[config.mk]
export PLATFORM = sky130hd
export DESIGN_NAME = ppl_skid_stage
export DESIGN_NICKNAME = d
export VERILOG_FILES = /design/src/rtl/ppl_skid_stage_pkg.sv /design/src/rtl/ppl_skid_stage.sv
export SDC_FILE = /design/constraint.sdc
export NUM_CORES = 1
export LEC_CHECK = 0
export BUFFER_PORTS_ARGS = -buffer_cell sky130_fd_sc_hd__buf_2
export CAP_MARGIN = 20
export CORE_MARGIN = 2
export CORE_UTILIZATION = 49
export DETAILED_ROUTE_END_ITERATION = 6
export GPL_TIMING_DRIVEN = 0
export PLACE_DENSITY = 0.75
export SYNTH_ARGS = -nofsm -noshare
export SYNTH_HDL_FRONTEND = slang
export SYNTH_SLANG_ARGS = --single-unit
export TNS_END_PERCENT = 1
[constraint.sdc]
create_clock -name clk -period 5.1 [get_ports clk]
set_input_delay 1.275 -clock clk [delete_from_list [all_inputs] [get_ports clk]]
set_output_delay 1.275 -clock clk [all_outputs]
set_load 0.005 [all_outputs]
[src/rtl/ppl_skid_stage_pkg.sv]
// Shared definitions for the elastic skid stage: state encodings (also used by the
// hazard/stall controller) and the occupancy decode helper.
package ppl_skid_stage_pkg;

    typedef enum logic [1:0] {
        SKID_EMPTY = 2'b00,
        SKID_BUSY  = 2'b01,
        SKID_FULL  = 2'b10
    } skid_state_e;

    // The encoding value of each reachable state is its entry count.
    function automatic logic [1:0] occ_of_state(input skid_state_e st);
        logic [1:0] occ;
        case (st)
            SKID_EMPTY: occ = 2'd0;
            SKID_BUSY:  occ = 2'd1;
            SKID_FULL:  occ = 2'd2;
            default:    occ = 2'd0;
        endcase
        return occ;
    endfunction

endpackage

[src/rtl/ppl_skid_stage.sv]
// Elastic pipeline stage: valid/ready register with a one-entry skid buffer, registered
// in_ready, synchronous flush and a saturating downstream-stall counter.
module ppl_skid_stage
    import ppl_skid_stage_pkg::*;
#(
    parameter int DATA_W = 32,
    parameter int CNT_W  = 16
) (
    input  logic              clk,
    input  logic              rst_n,
    input  logic              flush,
    input  logic              in_valid,
    output logic              in_ready,
    input  logic [DATA_W-1:0] in_data,
    output logic              out_valid,
    input  logic              out_ready,
    output logic [DATA_W-1:0] out_data,
    output logic [1:0]        occupancy,
    output logic [CNT_W-1:0]  stall_cnt
);

    skid_state_e       state_r;
    skid_state_e       state_fsm_s;
    skid_state_e       state_s;
    logic [DATA_W-1:0] main_r;
    logic [DATA_W-1:0] main_fsm_s;
    logic [DATA_W-1:0] main_s;
    logic [DATA_W-1:0] skid_r;
    logic [DATA_W-1:0] skid_fsm_s;
    logic [DATA_W-1:0] skid_s;
    logic [CNT_W-1:0]  stall_cnt_r;
    logic              in_fire_s;
    logic              out_fire_s;
    logic              stall_s;
    logic              cnt_sat_s;

    // Handshake outputs depend only on the state register, so out_ready never reaches in_ready.
    assign in_ready   = (state_r != SKID_FULL);
    assign out_valid  = (state_r != SKID_EMPTY);
    assign out_data   = main_r;
    assign occupancy  = occ_of_state(state_r);
    assign stall_cnt  = stall_cnt_r;

    assign in_fire_s  = in_valid & in_ready;
    assign out_fire_s = out_valid & out_ready;
    assign stall_s    = out_valid & ~out_ready;
    assign cnt_sat_s  = (stall_cnt_r == {CNT_W{1'b1}});

    // Next-state and data-register steering for the unflushed case.
    always_comb begin
        state_fsm_s = state_r;
        main_fsm_s  = main_r;
        skid_fsm_s  = skid_r;
        case (state_r)
            SKID_EMPTY: begin
                if (in_fire_s) begin
                    state_fsm_s = SKID_BUSY;
                    main_fsm_s  = in_data;
                end else begin
                    state_fsm_s = SKID_EMPTY;
                end
            end
            SKID_BUSY: begin
                if (in_fire_s && out_fire_s) begin
                    state_fsm_s = SKID_BUSY;
                    main_fsm_s  = in_data;
                end else if (in_fire_s) begin
                    state_fsm_s = SKID_FULL;
                    skid_fsm_s  = in_data;
                end else if (out_fire_s) begin
                    state_fsm_s = SKID_EMPTY;
                end else begin
                    state_fsm_s = SKID_BUSY;
                end
            end
            SKID_FULL: begin
                // in_ready is low here, so only the downstream side can move.
                if (out_fire_s) begin
                    state_fsm_s = SKID_BUSY;
                    main_fsm_s  = skid_r;
                end else begin
                    state_fsm_s = SKID_FULL;
                end
            end
            default: begin
                state_fsm_s = SKID_EMPTY;
            end
        endcase
    end

    // Flush overrides the FSM and freezes the data registers so a squashed word is never captured.
    always_comb begin
        state_s = state_fsm_s;
        main_s  = main_fsm_s;
        skid_s  = skid_fsm_s;
        if (flush) begin
            state_s = SKID_EMPTY;
            main_s  = main_r;
            skid_s  = skid_r;
        end else begin
            state_s = state_fsm_s;
            main_s  = main_fsm_s;
            skid_s  = skid_fsm_s;
        end
    end

    // State register.
    always_ff @(posedge clk or negedge rst_n) begin
        if (!rst_n) begin
            state_r <= SKID_EMPTY;
        end else begin
            state_r <= state_s;
        end
    end

    // Main and skid payload registers.
    always_ff @(posedge clk or negedge rst_n) begin
        if (!rst_n) begin
            main_r <= {DATA_W{1'b0}};
            skid_r <= {DATA_W{1'b0}};
        end else begin
            main_r <= main_s;
            skid_r <= skid_s;
        end
    end

    // Saturating stall counter; flush leaves it untouched.
    always_ff @(posedge clk or negedge rst_n) begin
        if (!rst_n) begin
            stall_cnt_r <= {CNT_W{1'b0}};
        end else if (stall_s && !cnt_sat_s) begin
            stall_cnt_r <= stall_cnt_r + {{(CNT_W-1){1'b0}}, 1'b1};
        end else begin
            stall_cnt_r <= stall_cnt_r;
        end
    end

endmodule

======== Word level (Yosys, flattened, before mapping) ========
Cells that the tools add are included.
storage, ports and cells
  bits in read-only memories .............. 0
  memory bits (writable) .................. 0
  word-level logic and storage cells ...... 38
  register bits after elaboration ......... 82
  memories kept ........................... 0
  input port bits ......................... 37
  output and inout port bits .............. 52
  bits in latches ......................... 0
operators by class
  multipliers ............................. 0
  bitwise operators ....................... 6
  reductions and logical operators ........ 8
  multiplexer cells ....................... 12
  shifts and indexed selects .............. 0
  equality and inequality tests ........... 7
  add/sub/neg operators ................... 1
  divide/modulo/power cells ............... 0
  magnitude comparators ................... 0
operators with widths
  cell                                                              number
  32-bit 2-to-1 mux                                                 3
  32-bit one-hot mux with 3 select lines                            1
  16-bit by 1-bit adder with 16-bit output (second input constant)  1
  16-bit == test (second input constant)                            1
  2-bit 2-to-1 mux                                                  4
  2-bit inequality test (second input constant)                     4
  2-bit one-hot mux with 3 select lines                             1
  5-bit AND reduction                                               1
  2-bit one-hot mux with 2 select lines                             1
  4-bit AND reduction                                               1
  1-bit bitwise AND                                                 3
  1-bit NOT                                                         3
  3-bit nonzero test                                                1
  2-bit by 1-bit == test with 1-bit output (second input constant)  1
  2-bit == test (second input constant)                             1
  1-bit logical AND                                                 2
  2-bit zero test                                                   1
  1-bit 2-to-1 mux                                                  2
  2-bit nonzero test                                                1
  1-bit zero test                                                   1

======== Depth between registers and ports, before layout ========
  depth in word-level cells ............... 7
  depth in mapped cells ................... 11
  depth with buffers taken out ............ 8

======== Worst setup path after synthesis ========
Ideal clock, no wire load.
  path kind ............................... input-to-reg
  from .................................... input in_valid
  to ...................................... register skid_r[15]
  cell stages on the path ................. 7
  library setup time ...................... 0.125 ns
  buffers on the path ..................... 2
  arrival time ............................ 2.475 ns
  required time ........................... 4.975 ns
  slack ................................... 2.501 ns
  cells stage by stage .................... and2_1 ha_1 nor2_1 and3_1 buf_2 buf_2 mux2_2
on the way
  word-level cells in the longest chain between the ends .. 4
ends and longest elaborated chain
  what                               RTL line               RTL
  start: declaration                 ppl_skid_stage.sv:12   input logic in_valid,
  1-bit bitwise AND (*)              ppl_skid_stage.sv:44   assign in_fire_s = in_valid & in_ready;
  1-bit logical AND                  ppl_skid_stage.sv:64   if (in_fire_s && out_fire_s) begin
  1-bit NOT (no line)                --
  4-bit AND reduction (no line) (*)  --
  end signal: assignment             ppl_skid_stage.sv:120  skid_r <= {DATA_W{1'b0}};
  end signal: assignment             ppl_skid_stage.sv:123  skid_r <= skid_s;
  end: declaration                   ppl_skid_stage.sv:28   logic [DATA_W-1:0] skid_r;
Every way passes the cells marked *; elsewhere a longest branch is shown, timed or not.
A chain may end at the register's enable or synchronous reset.

======== Final worst setup path ========
  from .................................... register state_r[0]
  to ...................................... output occupancy[1]
on the way
  word-level cells in the longest chain between the ends .. 2
  elaborated cells between the ends (all ways) .. 3
  classes of those cells .................. eq/ne: 2; mux: 1
ends and longest elaborated chain
  what                                                                              RTL line                  RTL
  start: declaration                                                                ppl_skid_stage.sv:22      skid_state_e state_r;
  start signal: assignment                                                          ppl_skid_stage.sv:112     state_r <= state_s;
  2-bit == test / 2-bit by 1-bit == test with 1-bit output (equally long branches)  ppl_skid_stage_pkg.sv:14  case (st)
  2-bit one-hot mux with 2 select lines (*)                                         ppl_skid_stage_pkg.sv:14
  end: declaration                                                                  ppl_skid_stage.sv:18      output logic [1:0] occupancy,
Marks and branches as above.

==> results.txt <==
status - finished, final reports clean
Die W - 93.0 um
worst vdd ir - 0.189 mV
Pins Over Slew Limit - 0
Logic pwr share - 23.2%
DP Worst Slack - 2.18 ns
largest net degree at the start of global routing - 46
total number of vias - 2731
initial antenna violation count - 0
gpl congestion - 0.823
Rows - 32
vias in the first global route - 2683
total number of H-tree levels - 3
number of synthesized register bits - 82
Core Box Area - 7690 um2
Crit. End Element - output port
Synth Cell Area - 3880 um2
synthesized net count - 380
GRT Total Usage - 19.3%
initial drt markers - 111
Crit Path Max Fanout - 10
CP arrival - 1.88 ns
Max clock buf depth - 2
global-route wire length before repair - 13000 um
final worst setup slack - 1.95 ns
Initial Util - 50.5%
Yosys warning count - 0
Req. time, crit path - 3.83 ns
Avg Cell Area, Syn - 11.4 um2
Register Area - 2050 um2
switching part of the total power - 26.7%
final period utilization - 61.8%
pwr/cell area - 390 nW/um2
clock network fraction of total power - 25.8%
Clock Pin Slew Worst Setup and Hold Paths - 0.07 ns
final WL - 7790 um
distinct cell type count after synthesis - 37
Power Internal - 1.34 mW
Seq pwr share - 51.1%
nature of the critical path startpoint - register
Hold Buf Count CTS - 0
grt peak-use layer - met2
drt drc - 0
# setup viols final - 0
Post-Synthesis Cells - 340
Worst Max-Slew Pin Slew - 0.513 ns
post-route insts no fill - 547
die area - 8650 um2
DIE HEIGHT - 93.0 um
M3 GR Usage - 5.16%
worst skew pair latency - 0.34 ns
Post-DP HPWL - 5680 um
CTS root buf - clkbuf_8
CTS tree - built
final period demand of the worst path - 3.15 ns
Antenna Cells - 0
first drt pass iteration count - 4
Ports - 89
placed cell count - 531
I/O Buffers - 88
Final ANT Viol Nets - 0
area grow syn2layout - 20.5%
post_cts resized - 0
drt via density - 4.99
Num Clock Sinks - 82
worst min path class - register to register
Setup Fix Bufs, Post-CTS - 0
NumNets Final - 480
share of cells above drive strength 1 - 35.7%
post-route cell area - 4680 um2
area post-placement - 4480 um2
multi-input logic area - 1730 um2
total gr overflow - 0
RSZ-0062 raised after global routing - no
Setup Skew - 0.0111 ns
Fill cells - 668
Sw Pwr - 0.487 mW
Hold Violations, Final - 0
critical path class - register to output port
Hold Worst Slack - 0.490 ns
sequential share of the synthesized area - 52.8%
# Max-Cap Violations - 0
M1 GR Usage - 25.9%
Peak Freq - 317 MHz
TritonCTS buffer count - 9
met2 usage - 30.2%
Setup TNS - 0 ns
leakage dissipation - 2.42 nW
drt wl/cell - 14.2 um
Worst slew margin - 65.5%
## synth_stat cells
library cell	number	area share (%)
nand2_1	102	9.9
or2_2	1	0.16
mux2i_1	2	0.52
mux2_1	23	6.7
and2_1	2	0.32
xnor2_1	9	2.0
nand4_1	2	0.32
xor2_1	3	0.68
buf_1	3	0.29
nor3_1	1	0.13
nor2b_1	1	0.16
o21bai_2	1	0.29
and3_1	7	1.1
or2_0	1	0.16
nand2b_1	2	0.32
clkbuf_1	3	0.29
inv_4	1	0.16
mux2_4	30	12
a21oi_1	6	0.77
nand3_1	9	1.2
dfrtp_1	82	53
nor4_2	1	0.32
o2bb2ai_1	1	0.23
nand4b_1	1	0.23
o21ai_1	1	0.13
nor2_1	9	0.87
buf_2	5	0.64
buf_6	3	0.87
nor3_2	1	0.26
o21ai_0	1	0.13
buf_4	1	0.19
o2111ai_1	2	0.45
a211oi_1	3	0.58
inv_1	3	0.29
and4_1	1	0.23
mux2_2	13	3.8
ha_1	3	0.97
## placed cells by master (no fill, tap or decap), drive strengths merged
| master | Yosys | routed |
|---|---|---|
| a211oi | 3 | 3 |
| and4 | 1 | 1 |
| buf | 12 | 101 |
| o21ai | 2 | 2 |
| o2111ai | 2 | 2 |
| xor2 | 3 | 3 |
| clkbuf | 3 | 17 |
| and3 | 7 | 7 |
| dfrtp | 82 | 82 |
| o2bb2ai | 1 | 1 |
| clkinv | 0 | 1 |
| mux2 | 66 | 66 |
| nand4 | 2 | 2 |
| nand2b | 2 | 2 |
| a21oi | 6 | 6 |
| nor4 | 1 | 1 |
| nor2b | 1 | 1 |
| and2 | 2 | 2 |
| ha | 3 | 3 |
| or2 | 2 | 2 |
| nand2 | 102 | 102 |
| nor3 | 2 | 2 |
| o21bai | 1 | 1 |
| bufinv | 0 | 1 |
| inv | 4 | 4 |
| nor2 | 9 | 9 |
| nand3 | 9 | 9 |
| mux2i | 2 | 2 |
| nand4b | 1 | 1 |
| xnor2 | 9 | 9 |
## final timing paths
| check | from | endpoint | slack [ns] | depth (start not counted) |
|---|---|---|---|---|
| max | state_r[0]$_DFF_PN0_ | occupancy[1] | 1.95 | 5 |
| min | skid_r[22]$_DFFE_PN0P_ | skid_r[22]$_DFFE_PN0P_ | 0.49 | 1 |
| max reg2reg | state_r[0]$_DFF_PN0_ | skid_r[15]$_DFFE_PN0P_ | 2.47 | 10 |
| min reg2reg | skid_r[22]$_DFFE_PN0P_ | skid_r[22]$_DFFE_PN0P_ | 0.49 | 1 |
| max in group asynchronous | rst_n | skid_r[17]$_DFFE_PN0P_ | 3.62 | 2 |
| min in group asynchronous | rst_n | out_data[0]$_DFFE_PN0P_ | 0.89 | 1 |
## cells by family (layout without fill, tap and decap cells)
group	Yosys count	after routing	synth area share, %
mux	68	68	22.6
buf+inv	19	124	2.74
flops	82	82	52.8
xor+xnor	12	12	2.71
fa+ha+maj	3	3	0.967
compound gates	15	15	2.58
simple gates	141	141	15.6
## metal layers
metal	vias to the layer above	part of all wire, %
met3	10	6.6
li1	1340	-
met1	1308	46
met4	0	1.3
met2	73	46
met5	-	0
## final cells by class
cell class | count | area share (%)
Buffer | 15 | 1.90
Timing Repair Buffer | 89 | 10.1
Clock buffer | 14 | 3.48
Inverter | 4 | 0.374
Tap cell | 102 | 2.73
Multi-Input combinational cell | 239 | 36.9
Clock inverter | 2 | 0.749
Sequential cell | 82 | 43.9
## power groups by stage
stage               sequential (mW)  combinational, mW  clock [mW]
finish                        0.931              0.423       0.470
global route                  0.952              0.469       0.512
CTS                           0.933              0.431       0.483
detailed placement            0.943              0.429           0
global placement              0.932              0.410           0
floorplan                     0.931              0.254           0
## critical path: stages (launching register included)
cell	delay (ns)
dfrtp_1	0.45
nand2b_1	0.17
buf_2	0.19
inv_4	0.11
clkbuf_1	0.41
buf_2	0.21
## stage by stage
stage | utilization, % | power, mW
final | 60.9 | 1.82
after global routing | 60.9 | 1.93
after CTS | 60.9 | 1.85
after detailed placement | 58.3 | 1.37
after global placement | 57.9 | 1.34
after floorplan | - | 1.19
## registers in the layout, indices dropped and copies added (netlist names)
register / cells
out_data: 32
skid_r: 32
stall_cnt: 16
state_r: 2
No activity file was read; power rests on OpenSTA's default activity.
